## config.mk

```make
export PLATFORM = sky130hd
export DESIGN_NAME = adc_capture_sync
export DESIGN_NICKNAME = d
export VERILOG_FILES = /design/src/rtl/adc_capture_sync.sv
export SDC_FILE = /design/constraint.sdc
export NUM_CORES = 1
export LEC_CHECK = 0
export ABC_AREA = 1
export CORE_MARGIN = 2
export CORE_UTILIZATION = 53
export CTS_BUF_LIST = sky130_fd_sc_hd__clkbuf_16
export DETAILED_ROUTE_END_ITERATION = 10
export MAX_ROUTING_LAYER = met4
export PLACE_DENSITY = 0.81
export SLEW_MARGIN = 20
export SYNTH_ARGS = -nofsm -noshare
export SYNTH_HDL_FRONTEND = slang
export SYNTH_SLANG_ARGS = --single-unit
export TNS_END_PERCENT = 50
```

## constraint.sdc

```tcl
create_clock -name clk_i -period 1.8 [get_ports clk_i]
set_clock_uncertainty 0.15 [all_clocks]
set_input_delay 0.36 -clock clk_i [delete_from_list [all_inputs] [get_ports clk_i]]
set_output_delay 0.36 -clock clk_i [all_outputs]
set_load 0.03 [all_outputs]
```

## src/rtl/adc_capture_sync.sv

```systemverilog
// adc_capture_sync: fires NUM_CH ADCs on one trigger, latches/clamps/rescales each as it finishes.
// Latency: eoc_o pulses one cycle after the last channel is captured; rate_o refreshes every CLK_HZ cycles.
// Backpressure: none; start_i is dropped while busy. ADC_TIMEOUT_EN adds a watchdog reporting stuck channels on err_o.
module adc_capture_sync #(
   parameter int NUM_CH      = 2,
   parameter int IN_W        = 16,
   parameter int OUT_W       = 12,
   parameter int CLK_HZ      = 27000000,
   parameter int TIMEOUT_CYC = 65535
) (
   input  logic                    clk_i,
   input  logic                    rst_ni,
   input  logic                    start_i,
   input  logic [NUM_CH-1:0]       ch_ready_i,
   input  logic [NUM_CH*IN_W-1:0]  ch_data_i,
   output logic [NUM_CH-1:0]       ch_enable_o,
   output logic [NUM_CH*OUT_W-1:0] sample_o,
   output logic                    eoc_o,
   output logic                    busy_o,
   output logic [NUM_CH-1:0]       err_o,
   output logic [15:0]             rate_o,
   output logic                    rate_valid_o
);

   typedef enum logic [1:0] {IDLE, WAIT_ACK, CAPTURE} state_t;

   localparam int WIN_W = (CLK_HZ > 1) ? $clog2(CLK_HZ) : 1;

   state_t            state;
   logic [NUM_CH-1:0] done;
   logic [NUM_CH-1:0] cap;
   logic              timeout;
   logic [WIN_W-1:0]  win_cnt;
   logic [15:0]       ev_cnt;
   logic              unused_lsbs;

   // Raw bits below the output precision are deliberately discarded.
   assign unused_lsbs = ^ch_data_i;

   function automatic logic [OUT_W-1:0] scale(input logic [IN_W-1:0] raw);
      return raw[IN_W-1] ? '0 : raw[IN_W-2 -: OUT_W];
   endfunction

`ifdef ADC_TIMEOUT_EN
   localparam int TO_W = $clog2(TIMEOUT_CYC + 1);

   logic [TO_W-1:0]   to_cnt;
   logic [NUM_CH-1:0] err_q;

   // Fires on the cycle that makes eoc_o land exactly TIMEOUT_CYC cycles after the trigger.
   assign timeout = (state != IDLE) && (to_cnt == TO_W'(TIMEOUT_CYC - 1));
   assign err_o   = err_q;

   always_ff @(posedge clk_i or negedge rst_ni) begin
      if (!rst_ni) begin
         to_cnt <= '0;
         err_q  <= '0;
      end else begin
         if (state == IDLE) to_cnt <= '0;
         else               to_cnt <= to_cnt + TO_W'(1);
         if (state == IDLE && start_i) err_q <= '0;
         else if (timeout)             err_q <= ~done;
      end
   end
`else
   logic unused_timeout;

   assign timeout        = 1'b0;
   assign err_o          = '0;
   assign unused_timeout = (TIMEOUT_CYC == 0);
`endif

   assign cap = (state == CAPTURE && !timeout) ? (ch_ready_i & ~done) : '0;

   always_ff @(posedge clk_i or negedge rst_ni) begin
      if (!rst_ni) begin
         state       <= IDLE;
         ch_enable_o <= '0;
         done        <= '0;
         eoc_o       <= 1'b0;
         busy_o      <= 1'b0;
      end else begin
         eoc_o <= 1'b0;
         case (state)
            IDLE: begin
               if (start_i) begin
                  state       <= WAIT_ACK;
                  busy_o      <= 1'b1;
                  ch_enable_o <= '1;
                  done        <= '0;
               end
            end
            WAIT_ACK: begin
               if (timeout) begin
                  state       <= IDLE;
                  busy_o      <= 1'b0;
                  eoc_o       <= 1'b1;
                  ch_enable_o <= '0;
               end else if (ch_ready_i == '0) begin
                  // Every channel must be seen busy so a stale ready from the last set is not taken as fresh.
                  state <= CAPTURE;
               end
            end
            CAPTURE: begin
               if ((&done) || timeout) begin
                  state       <= IDLE;
                  busy_o      <= 1'b0;
                  eoc_o       <= 1'b1;
                  ch_enable_o <= '0;
               end else begin
                  done        <= done | cap;
                  ch_enable_o <= ch_enable_o & ~cap;
               end
            end
            default: state <= IDLE;
         endcase
      end
   end

   always_ff @(posedge clk_i or negedge rst_ni) begin
      if (!rst_ni) begin
         sample_o <= '0;
      end else begin
         for (int k = 0; k < NUM_CH; k++) begin
            if (cap[k]) sample_o[k*OUT_W +: OUT_W] <= scale(ch_data_i[k*IN_W +: IN_W]);
         end
      end
   end

   // An eoc_o landing on the window-end cycle is credited to the window that starts there.
   always_ff @(posedge clk_i or negedge rst_ni) begin
      if (!rst_ni) begin
         win_cnt      <= '0;
         ev_cnt       <= '0;
         rate_o       <= '0;
         rate_valid_o <= 1'b0;
      end else begin
         rate_valid_o <= 1'b0;
         if (win_cnt == WIN_W'(CLK_HZ - 1)) begin
            win_cnt      <= '0;
            rate_o       <= ev_cnt;
            rate_valid_o <= 1'b1;
            ev_cnt       <= {15'd0, eoc_o};
         end else begin
            win_cnt <= win_cnt + WIN_W'(1);
            if (eoc_o && ev_cnt != 16'hFFFF) ev_cnt <= ev_cnt + 16'd1;
         end
      end
   end

endmodule

```

-- After elaboration in Yosys (flattened, before gate mapping)
Cells that the tools add are included.
W data, S select, Z words.
- equal/unequal tests: 8
- reduce and logical (&&, ||, !) cells: 10
- add/subtract/negate cells: 2
- multiplexer cells: 22
- bitwise gates (word level): 5
- operator list (operator ; number):
    $mux W16 ; 2
    $add A25 B1 Y25 const B ; 1
    $eq A25 B25 Y1 const B ; 1
    $mux W25 ; 1
    $mux W12 ; 2
    $add A16 B1 Y16 const B ; 1
    $mux W2 ; 8
    $ne A16 B16 Y1 const B ; 1
    $reduce_and A3 Y1 ; 3
    $pmux W2 S2 ; 2
    $ne A2 B2 Y1 const B ; 3
    $pmux W2 S3 ; 1
    $mux W1 ; 5
    $and A2 B2 Y2 ; 2
    $logic_not A2 Y1 ; 2
    $not A2 Y2 ; 2
    $reduce_and A2 Y1 ; 2
    $reduce_bool A2 Y1 ; 2
    $eq A2 B1 Y1 const B ; 1
    $eq A2 B2 Y1 const B ; 1
    $ne A2 B1 Y1 const B ; 1
    $or A2 B2 Y2 ; 1
    $pmux W1 S2 ; 1
    $logic_and A1 B1 Y1 ; 1
- register bits: 90
- bits of input ports: 37
- output and inout bits: 47
- logic and storage cells: 58

-- Longest topological paths before layout
Gate-level depths: netlist (run 1).
- depth in word-level cells: 7
- depth in mapped cells: 10

-- Worst setup path before layout (run 1)
OpenSTA, ideal clock, no wires.
- path type: reg2reg
- start point: register win_cnt[0]
- end point: register ev_cnt[13]
- arrival: 1.291 ns
- setup slack: 0.240 ns
- buffers on the path: 1
- stages on the path, launching flop included: 10
- setup time: 0.119 ns
- cell sequence: dfrtp_1 -> ha_1 -> nand2_2 -> nor2_8 -> nand3_2 -> inv_2 -> nand2_4 -> buf_6 -> nand3_1 -> o21ai_2
- longest elaborated chain between the ends: 2
- ends and longest elaborated chain (element ; RTL line ; source):
    from (decl) ; 33 ; logic [WIN_W-1:0] win_cnt;
    from (signal assigned) ; 145 ; win_cnt <= win_cnt + WIN_W'(1);
    $eq A25 B25 Y1 * ; 139 ; if (win_cnt == WIN_W'(CLK_HZ - 1)) begin
    $mux W16 / $reduce_bool A2 Y1 (equally long branches) ; - ;
    to (signal assigned) ; 143 ; ev_cnt <= {15'd0, eoc_o};
    to (signal assigned) ; 146 ; if (eoc_o && ev_cnt != 16'hFFFF) ev_cnt <= ev_cnt + 16'd1;
    to (decl) ; 34 ; logic [15:0] ev_cnt;
Mark *: on every way between the ends. The rest lies on a longest branch, timed or not.
A chain may end at the register's enable or synchronous reset.

-- Worst setup path in the final report (run 1)
- start point: register ev_cnt[0]
- end point: register ev_cnt[3]
- longest elaborated chain between the ends: 3
- ends and longest elaborated chain (element ; RTL line):
    $add A16 B1 Y16 / $ne A16 B16 Y1 (equally long branches) ; 146
    $mux W16 / $logic_and A1 B1 Y1 (equally long branches) ; 146
    $mux W16 / $reduce_bool A2 Y1 (equally long branches) ; -
Parallel ways exist; a longest one is shown, timed or not. The select of a mux whose other input is x is not followed.

==> results of run 1 <==
worst max-delay path, stage by stage, from the launching register on:
cell and delay, ns:
sky130_fd_sc_hd__dfrtp_1 0.45, sky130_fd_sc_hd__ha_4 0.19, sky130_fd_sc_hd__nand2_1 0.08, sky130_fd_sc_hd__nor2_2 0.19, sky130_fd_sc_hd__nand2_2 0.11, sky130_fd_sc_hd__nor2_4 0.12
sky130_fd_sc_hd__nor2_4 0.06, sky130_fd_sc_hd__buf_4 0.14, sky130_fd_sc_hd__nand3_1 0.09, sky130_fd_sc_hd__o21ai_1 0.09
metrics by stage:
step,hold WS (ns),utilization,setup TNS [ns],worst slack (ns)
final,0.328,0.706,0,0.0189
after floorplan,-0.0856,-,0,0.240
after global placement,0.187,0.658,0,0.0835
after global routing,0.351,0.706,-0.185,-0.0706
after CTS,0.334,0.688,-0.0143,-0.0113
after detailed placement,0.193,0.658,0,0.0160
state kept, by name, summed over array words and instances (netlist names):
register and count:
busy_o 1, ch_enable_o 2, done 2, eoc_o 1, ev_cnt 16, rate_o 16, rate_valid_o 1, sample_o 24
state 2, win_cnt 25
final timing paths:
path | slack, ns | to | start | cells after the start
min in group asynchronous | 0.36 | sample_o[4]$_DFFE_PN0P_ | rst_ni | 2
worst min-delay path | 0.33 | rate_o[13]$_DFFE_PN0N_ | rate_o[13]$_DFFE_PN0N_ | 2
worst max register to register | 0.02 | ev_cnt[3]$_DFFE_PN0P_ | ev_cnt[0]$_DFFE_PN0P_ | 9
worst min register to register | 0.33 | rate_o[13]$_DFFE_PN0N_ | rate_o[13]$_DFFE_PN0N_ | 2
max in group asynchronous | 0.57 | ev_cnt[8]$_DFFE_PN0P_ | rst_ni | 3
worst max-delay path | 0.02 | ev_cnt[3]$_DFFE_PN0P_ | ev_cnt[0]$_DFFE_PN0P_ | 9
metal layers:
layer  vias up  wire (µm)  track usage
met3        21        745       0.0525
met2       173       5900        0.387
met5         -          0            -
met1      1983       4810        0.310
met4         0        207       0.0896
li1       2091          -            -
power breakdown:
group          internal, mW  total, mW  switching, mW  leakage [nW]
clock                  1.09       1.94          0.844         0.148
sequential             2.30       2.47          0.173          1.20
combinational         0.477       1.39          0.917          1.83
total                  3.87       5.80           1.93          3.17
placed cells by master (no fill, tap or decap), drive strengths merged:
master         Yosys  layout
bufinv             0       1
dlygate4sd3        0       1
clkinv             1       3
nor2              89      89
nand4              6       6
nand3b             3       3
inv               77      80
nand2            199     200
clkbuf             4      10
a21oi              5       5
dlygate4sd2        0      45
nand3             43      43
clkinvlp           0       1
dfrtp             90      90
buf               12      25
clkdlybuf4s50      0      29
ha                 2       2
xnor2              2       2
conb               1       2
xor2               8       8
o21ai             62      62
nor3               4       4
a21o               1       1
nor3b              3       3
cell families (layout without fill, tap and decap cells):
kind of cell             after synthesis  in the layout
AO/OA/AOI/OAI                         68             68
XOR/XNOR                              10             10
adder cells (fa/ha/maj)                2              2
buffers and inverters                 94            195
flip-flops                            90             90
other                                  1              2
AND/OR/NAND/NOR                      347            348
what timing repair did:
item | in CTS | in global routing
pin swaps | 0 | 7
hold buffers | 1 | 0
gates cloned | 0 | 2
buffers inserted | 0 | 3
setup endpoints to repair | 49 | 41
endpoints found under the hold margin | 31 | 0
gates resized for setup | 47 | 23
layout make-up:
cell class | instances | area [µm²]
fillers | 693 | 2550
clock inverters | 7 | 76.3
inverters | 78 | 298
flip-flops and latches | 90 | 2250
clock buffers | 9 | 225
well taps | 108 | 135
repair buffers | 101 | 981
multi-input cells | 430 | 2160
==> key figures, run 1 <==
Outcome
  – Run status: complete, no violations

Layout
  – Final non-filler cell area: between 6000 and 7000 µm²
  – Number of nets in the layout: about 750
  – Fraction of layout instances using a drive strength above 1: 0.148
  – Number of inserted diodes: 0
  – Filler-free cell count of the finished design: a little over 800
  – Area growth syn-to-layout: 29.5%

Synthesis
  – Post-synthesis simple-gate area fraction: 0.325
  – Most frequent cells after synthesis: 184 x sky130_fd_sc_hd__nand2_1, 90 x sky130_fd_sc_hd__dfrtp_1, 75 x sky130_fd_sc_hd__nor2_1, 74 x sky130_fd_sc_hd__inv_1, 42 x sky130_fd_sc_hd__nand3_1
  – Fraction of the yosys area taken by sequential cells: 0.476
  – Top-area cell type share of the netlist area: 0.476
  – Synthesized area: roughly 4700 µm²
  – Share of async-settable or async-resettable flops after synthesis: 1.00
  – Number of distinct library cells after synthesis: 31
  – Dominant synthesized flop cell: sky130_fd_sc_hd__dfrtp_1
  – Number of flops mapped to enable cells by yosys: 0
  – Per-instance average area after synthesis: ~7.7 µm²
  – Area share of fa/ha/maj cells after synthesis: 0.00529
  – Total of flip-flops plus latches after synthesis: 90
  – Library cell with the highest instance count after synthesis: sky130_fd_sc_hd__nand2_1
  – Multiplexer area fraction after synthesis: 0
  – Synth top area cells: sky130_fd_sc_hd__dfrtp_1 48%, sky130_fd_sc_hd__nand2_1 15%, sky130_fd_sc_hd__nor2_1 6.0%, sky130_fd_sc_hd__inv_1 5.9%, sky130_fd_sc_hd__nand3_1 4.4%
  – Complex-gate fraction of the synthesized area: 0.0860
  – Parity-gate share of the synthesized area counting xor and xnor cells: 0.0185
  – Number of instances in the synthesized netlist: 612
  – Largest family of logic cells by synthesized area: simple AND/OR/NAND/NOR gates
  – Count of warnings emitted by yosys: 0
  – Most area-hungry cell type in the Yosys netlist: sky130_fd_sc_hd__dfrtp_1

Drt
  – DR pass1 iterations: 5
  – Initial drt markers: roughly 250
  – Total via count after detailed routing: ~4.3k
  – Via-per-instance ratio: between 5 and 6
  – Antenna-violating nets left: 0
  – DRC errors left: 0
  – Total length of routed wires: ~12 mm
  – Routed length per placed instance: 14.2 µm

Power and ir drop
  – Power, Total: 5.80 mW
  – Total leakage power: about 3.2 nW
  – Total power divided by cell area: about 950 nW/µm²
  – Worst voltage drop across the vdd grid: approximately 0.75 mV

Placed design
  – Total placed instance area: about 5700 µm²
  – Post-placement cell count: around 800
  – Placer congestion estimate: between 0.8 and 0.9
  – Post-DP HPWL: between 7 and 8 mm
  – Buffers on Ports: 75

Min path
  – Worst min-delay path category: flip-flop to flip-flop

Setup path
  – Crit Path Class: flip-flop to flip-flop
  – Launching element type of the critical path: flip-flop
  – Crit path required time: about 1.9 ns
  – Arrival time of data at the critical path endpoint: about 1.9 ns
  – Largest fanout of any net on the critical path: 5
  – Endpoint type of the worst setup path: flip-flop

Timing
  – Shortest period the worst path allows: between 1.5 and 2 ns
  – Max-slew violation count: 0
  – Final hold violations: 0
  – Fmax: 0.561 GHz
  – Fraction of the cycle the final worst path needs: 0.989
  – Setup Viol. Count Final: 0

Clock tree
  – Clock tree from TritonCTS: yes
  – Later-pin clock latency in the skew report: approximately 0.34 ns
  – Number of buffers created by CTS: 9
  – Clock-pin slew reported for the worst setup and hold paths after clock tree synthesis: roughly 0.070 ns
  – Clock Tree Buf Depth: 2
  – Maximum level of the CTS H-tree: 3
  – Buffer type at the clock tree root: sky130_fd_sc_hd__clkbuf_16
  – Clock sink count: 90

Die
  – Number of standard-cell rows in the floorplan: 34
  – Core Footprint: between 8000 and 9000 µm²
  – Die outline height: 98.5 µm
  – Top-Level Pins: between 80 and 90
  – Area of the die: ~9700 µm²
  – Starting density of the core: 0.545
  – Horizontal die dimension: 98.5 µm

Run
  – Number of violations of the max-capacitance limit: 0

Global route
  – Wire length of the first global-routing pass: about 19 mm
  – Overall track demand over capacity in global routing: 0.244
  – Remaining global-route overflow: 0
  – Number of antenna violations at the first check in global routing: 0
  – Vias in the first global route: a little over 4k
  – Pin count of the biggest net entering global routing: 35
Note: power is estimated with default switching activity, not from simulation.
==> inputs of run 2 (changes only) <==
--- a/config.mk
+++ b/config.mk
@@ -6,6 +6,7 @@
 export NUM_CORES = 1
 export LEC_CHECK = 0
 export ABC_AREA = 1
+export CORE_ASPECT_RATIO = 1.4
 export CORE_MARGIN = 2
 export CORE_UTILIZATION = 53
 export CTS_BUF_LIST = sky130_fd_sc_hd__clkbuf_16
==> run 2 against run 1 <==
Compared with the run above:
- global-route usage is essentially flat
- power grew 2.1%
- first-iteration DRC count grew 19%
- clock-buffer cell count is the same
- largest power group unchanged
- sequential power is essentially flat
==> key figures, run 2 (synthesis gave the netlist of run 1 again) <==
Power and ir drop
  – Sw frac: 0.324
  – Part of the total power dissipated in the clock network: 0.348
  – Sequential group share of total power: 0.416
  – Reported net switching power: about 1.9 mW
  – Worst voltage drop across the vdd grid: 0.934 mV
  – Total power divided by cell area: around 970 nW/µm²
  – Internal power summed over all cells: around 4 mW
  – Gate power share: 0.236
  – Total leakage power: 3.16 nW

Placed design
  – Placer congestion estimate: between 0.8 and 0.9
  – Post-DP HPWL: between 8 and 9 mm
  – Buffers on Ports: 75
  – Post-placement cell count: 796

Die
  – Number of standard-cell rows in the floorplan: 40
  – Starting density of the core: 0.550
  – Core Footprint: about 8600 µm²
  – Die outline height: 116 µm
  – Area of the die: ~9700 µm²
  – Horizontal die dimension: about 84 µm
  – Top-Level Pins: 84

Clock tree
  – Later-pin clock latency in the skew report: around 0.35 ns
  – Clock-pin slew reported for the worst setup and hold paths after clock tree synthesis: roughly 0.070 ns
  – Clock tree from TritonCTS: yes
  – Clock sink count: 90
  – Buffer type at the clock tree root: sky130_fd_sc_hd__clkbuf_16
  – Number of buffers created by CTS: 9
  – Clock Tree Buf Depth: 2
  – Maximum level of the CTS H-tree: 3

Layout
  – Most flops, register: win_cnt
  – Largest registers: win_cnt (25), sample_o (24)
  – Number of fill cells: a little under 700
  – Final core occ: 0.709
  – Filler-free cell count of the finished design: a little over 800
  – Number of flip-flops in the largest register: 25
  – Area growth syn-to-layout: 29.0%
  – Number of inserted diodes: 0
  – Fraction of layout instances using a drive strength above 1: 0.140
  – Most common cell after layout, fill and taps aside: sky130_fd_sc_hd__nand2_1
  – Top library cells by usage in the layout, fill and taps aside: 182 x sky130_fd_sc_hd__nand2_1, 90 x sky130_fd_sc_hd__dfrtp_1, 74 x sky130_fd_sc_hd__inv_1, 74 x sky130_fd_sc_hd__nor2_1, 45 x sky130_fd_sc_hd__dlygate4sd2_1
  – Number of nets in the layout: around 750

Outcome
  – Run status: complete, no violations

Drt
  – Routed length per placed instance: ~14 µm
  – Antenna-violating nets left: 0
  – DRC errors left: 0
  – DR pass1 iterations: 7
  – Total via count after detailed routing: about 4.3k
  – Initial drt markers: 292
  – Via-per-instance ratio: around 5.2
  – Total length of routed wires: between 10 and 15 mm

Global route
  – Global routing met1 resource utilization: 0.272
  – Vias in the first global route: 4109
  – GR Util met3: 0.0413
  – Wire length of the first global-routing pass: ~18 mm
  – Number of antenna violations at the first check in global routing: 0
  – Global route hottest layer: met2
  – Remaining global-route overflow: 0
  – Met2 track demand over resource: 0.435
  – Pin count of the biggest net entering global routing: 39
  – Overall track demand over capacity in global routing: 0.244

Timing
  – Fraction of the cycle the final worst path needs: 0.986
  – Setup repair after global routing missed its margin: yes
  – Min Hold Slack: between 0.3 and 0.4 ns
  – Setup Viol. Count Final: 0
  – Shortest period the worst path allows: 1.77 ns
  – Setup TNS: 0 ns
  – Fmax: between 0.5 and 0.6 GHz
  – Final hold violations: 0
  – Max-slew violation count: 0

Run
  – Number of violations of the max-capacitance limit: 0

Min path
  – Worst min-delay path category: primary input to async pin

Setup path
  – Launching element type of the critical path: flip-flop
  – Arrival time of data at the critical path endpoint: ~1.9 ns
  – Crit Path Class: flip-flop to flip-flop
  – Crit path required time: about 1.9 ns
  – Largest fanout of any net on the critical path: 13
  – Endpoint type of the worst setup path: flip-flop
## run 2: path summary, 6_finish.rpt
check / slack [ns] / start / cells past startpoint / end
worst max-delay path: 0.03 / win_cnt[1]$_DFF_PN0_ / 9 / rate_o[10]$_DFFE_PN0N_
worst min-delay path: 0.33 / rst_ni / 2 / win_cnt[19]$_DFF_PN0_
worst max register to register: 0.03 / win_cnt[1]$_DFF_PN0_ / 9 / rate_o[10]$_DFFE_PN0N_
worst min register to register: 0.33 / sample_o[15]$_DFFE_PN0P_ / 2 / sample_o[15]$_DFFE_PN0P_
max in group asynchronous: 0.62 / rst_ni / 3 / win_cnt[10]$_DFF_PN0_
min in group clk_i: 0.33 / sample_o[15]$_DFFE_PN0P_ / 2 / sample_o[15]$_DFFE_PN0P_
## run 2: per-layer routing
metal	wire length, µm	vias up
met5	0	-
met4	197	0
met3	557	22
met2	6200	135
met1	4520	2019
li1	-	2089
## run 2: area by class of cell
cell class                 instances  area, µm²  area share
sequential                        90       2250       0.369
multi-input combinational        429       2110       0.345
timing repair buffer             102        996       0.163
inverter                          78        293      0.0480
clock buffer                       9        225      0.0369
tap                              105        131      0.0215
clock inverter                     7       98.8      0.0162
## run 2: power by group through the flow
| stage | logic [mW] | clock network, mW | registers [mW] |
|---|---|---|---|
| global placement | 1.51 | 0 | 2.48 |
| detailed placement | 1.56 | 0 | 2.49 |
| CTS | 1.41 | 2.07 | 2.46 |
| floorplan | 0.355 | 0 | 2.94 |
| global route | 1.51 | 2.16 | 2.50 |
| finish | 1.40 | 2.06 | 2.46 |
## run 2: critical path: stages (launching register included)
cell and delay [ns]:
sky130_fd_sc_hd__dfrtp_1 0.41, sky130_fd_sc_hd__ha_4 0.17, sky130_fd_sc_hd__nand2_2 0.09, sky130_fd_sc_hd__nor2_8 0.17
sky130_fd_sc_hd__nand3_2 0.12, sky130_fd_sc_hd__inv_2 0.11, sky130_fd_sc_hd__nand2_8 0.12, sky130_fd_sc_hd__clkbuf_16 0.20
sky130_fd_sc_hd__nand2_1 0.07, sky130_fd_sc_hd__o21ai_2 0.05
## run 2: per-stage QoR
stage	area, µm²	power (mW)	setup WS [ns]
4_1_cts	5980	5.95	-0.0152
2_1_floorplan	4730	3.30	0.240
3_5_place_dp	5700	4.05	-0.0311
5_1_grt	6100	6.16	-0.0199
6_report	6100	5.92	0.0252
3_3_place_gp	5700	4.00	0.0519
## run 2: repair_timing
| item | in CTS | in global routing |
|---|---|---|
| setup buffers | 0 | 6 |
| cloned | 0 | 1 |
| pin swaps | 0 | 3 |
| endpoints found under the hold margin | 24 | 0 |
| resized for setup | 48 | 11 |
| hold buffers | 1 | 0 |
| endpoints found under the setup margin | 63 | 42 |
==> inputs of run 3 (changes only) <==
--- a/config.mk
+++ b/config.mk
@@ -9,7 +9,6 @@
 export CORE_ASPECT_RATIO = 1.4
 export CORE_MARGIN = 2
 export CORE_UTILIZATION = 53
-export CTS_BUF_LIST = sky130_fd_sc_hd__clkbuf_16
 export DETAILED_ROUTE_END_ITERATION = 10
 export MAX_ROUTING_LAYER = met4
 export PLACE_DENSITY = 0.81
@@ -17,4 +16,4 @@
 export SYNTH_ARGS = -nofsm -noshare
 export SYNTH_HDL_FRONTEND = slang
 export SYNTH_SLANG_ARGS = --single-unit
-export TNS_END_PERCENT = 50
+export TNS_END_PERCENT = 20
==> run 3 against run 2 <==
Compared with the run above:
- die area stayed put
- largest cell class unchanged
- critical endpoint is now win_cnt[22]$_DFF_PN0_
- combinational power hardly changed
- core utilization is 0.42 points lower
- final area is 0.59% lower
- non-clock buffer count is 2 lower
- highest routed layer unchanged
- critical path type unchanged
- sequential share of layout area is 0.22 points higher
==> key figures, run 3 (synthesis gave the netlist of run 1 again) <==
Setup path
  – Buffering stage count on the worst path with inverters included: 3
  – Crit-path cells: ha_4 -> nand2_2 -> nor2_8 -> buf_6 -> nand2_4 -> nor2_8 -> nand2_4 -> clkinv_1 -> nand3_1 -> nand2_1 -> inv_1
  – Endpoint type of the worst setup path: flip-flop
  – Arrival time of data at the critical path endpoint: ~1.9 ns
  – Origin of the critical flop-to-flop path: win_cnt[1]$_DFF_PN0_
  – Largest fanout of any net on the critical path: 7
  – Worst setup path startpoint: win_cnt[1]$_DFF_PN0_
  – Worst path max stage delay: ~0.41 ns
  – Kind of cell with the highest combined delay on the critical path: simple AND/OR/NAND/NOR gates
  – Crit Path Class: flip-flop to flip-flop
  – Launching element type of the critical path: flip-flop
  – Setup slack of the most critical reg-to-reg path: 0.04 ns
  – Crit path required time: ~1.9 ns
  – Slowest CP cell: sky130_fd_sc_hd__dfrtp_1

Drt
  – Via-per-instance ratio: between 5 and 6
  – Routed length per placed instance: ~14 µm
  – Total via count after detailed routing: about 4.2k
  – Initial drt markers: around 270
  – DR pass1 iterations: 5
  – DRC errors left: 0
  – Total length of routed wires: 11.1 mm
  – Antenna-violating nets left: 0

Die
  – Area of the die: slightly below 10000 µm²
  – Horizontal die dimension: between 80 and 90 µm
  – Starting density of the core: 0.550
  – Top-Level Pins: 84
  – Die outline height: between 100 and 150 µm
  – Core Footprint: around 8600 µm²
  – Number of standard-cell rows in the floorplan: 40

Timing
  – Setup TNS: 0 ns
  – Max-slew violation count: 0
  – Setup repair after global routing missed its margin: yes
  – Setup Viol. Count Final: 0
  – Shortest period the worst path allows: about 1.8 ns
  – Final hold violations: 0
  – Fraction of the cycle the final worst path needs: 0.977
  – Fmax: roughly 0.57 GHz

Clock tree
  – Clock tree from TritonCTS: yes
  – Clock sink count: 90
  – Later-pin clock latency in the skew report: ~0.34 ns
  – Clock Tree Buf Depth: 2
  – Maximum level of the CTS H-tree: 3
  – Number of buffers created by CTS: 9
  – Clock-pin slew reported for the worst setup and hold paths after clock tree synthesis: around 0.07 ns
  – Buffer type at the clock tree root: sky130_fd_sc_hd__clkbuf_16

Layout
  – Top library cells by usage in the layout, fill and taps aside: 182 x sky130_fd_sc_hd__nand2_1, 90 x sky130_fd_sc_hd__dfrtp_1, 74 x sky130_fd_sc_hd__inv_1, 74 x sky130_fd_sc_hd__nor2_1, 45 x sky130_fd_sc_hd__dlygate4sd2_1
  – Most flops, register: win_cnt
  – Number of flip-flops in the largest register: 25
  – Most common cell after layout, fill and taps aside: sky130_fd_sc_hd__nand2_1
  – Area growth syn-to-layout: 28.2%
  – Fraction of layout instances using a drive strength above 1: 0.137
  – Number of inserted diodes: 0
  – Number of nets in the layout: ~750
  – Largest registers: win_cnt (25), sample_o (24)

Run
  – Number of violations of the max-capacitance limit: 0

Global route
  – Number of antenna violations at the first check in global routing: 0
  – Remaining global-route overflow: 0
  – Vias in the first global route: between 4k and 5k
  – Overall track demand over capacity in global routing: 0.244
  – Pin count of the biggest net entering global routing: 39
  – Wire length of the first global-routing pass: between 15 and 20 mm

Power and ir drop
  – Total leakage power: ~3.1 nW
  – Power, Total: between 5 and 6 mW
  – Worst voltage drop across the vdd grid: slightly above 0.9 mV
  – Total power divided by cell area: 973 nW/µm²

Outcome
  – Run status: complete, no violations

Placed design
  – Buffers on Ports: 75
  – Post-DP HPWL: approximately 8.1 mm
  – Placer congestion estimate: between 0.8 and 0.9

Min path
  – Worst min-delay path category: flip-flop to flip-flop
  – Hold Crit Start: sample_o[15]$_DFFE_PN0P_
## run 3: power breakdown
part,internal (mW),switching [mW],leakage [nW]
sequential,2.30,0.163,1.20
combinational,0.477,0.916,1.78
clock,1.23,0.818,0.157
## run 3: repair_timing
action,4_1_cts,5_1_grt
resized for setup,48,10
pin swaps,0,2
endpoints found under the hold margin,24,0
setup endpoints to repair,63,42
setup buffers,0,5
hold buffers,1,0
## run 3: worst paths after layout
path,to,cells after the start
max,win_cnt[22]$_DFF_PN0_,11
min,sample_o[15]$_DFFE_PN0P_,2
max reg2reg,win_cnt[22]$_DFF_PN0_,11
min reg2reg,sample_o[15]$_DFFE_PN0P_,2
max in group asynchronous,ev_cnt[12]$_DFFE_PN0P_,3
min in group asynchronous,win_cnt[19]$_DFF_PN0_,2
## run 3: layout make-up
class	count	area, µm²
fillers	689	2540
well taps	105	131
inverters	78	293
clock inverters	7	98.8
repair buffers	100	960
clock buffers	9	225
multi-input cells	429	2110
flip-flops and latches	90	2250
## run 3: metal layers
layer / vias to the layer above / wire length [µm] / track usage / part of all wire
met4: 0 / 204 / 0.0978 / 0.018
met1: 1988 / 4490 / 0.272 / 0.41
met2: 100 / 5910 / 0.435 / 0.53
met3: 16 / 466 / 0.0413 / 0.042
met5: - / 0 / - / 0
li1: 2088 / - / - / -
## run 3: worst min-delay path, delay by kind of cell (launching register included)
family / cells / cell delay (ns)
and+or+nand+nor: 1 / 0.05
AOI/OAI and AO/OA: 1 / 0.06
DFF: 1 / 0.34
## run 3: through the flow
| stage | instances | hold WS, ns | utilization | worst slack, ns | instance area (µm²) |
|---|---|---|---|---|---|
| finish | 818 | 0.332 | 0.705 | 0.0420 | 6070 |
| global route | 818 | 0.349 | 0.705 | -0.0123 | 6070 |
| CTS | 813 | 0.331 | 0.695 | -0.0152 | 5980 |
| detailed placement | 796 | 0.148 | 0.662 | -0.0311 | 5700 |
| global placement | 796 | 0.143 | 0.662 | 0.0519 | 5700 |
| floorplan | 613 | -0.0856 | - | 0.240 | 4730 |
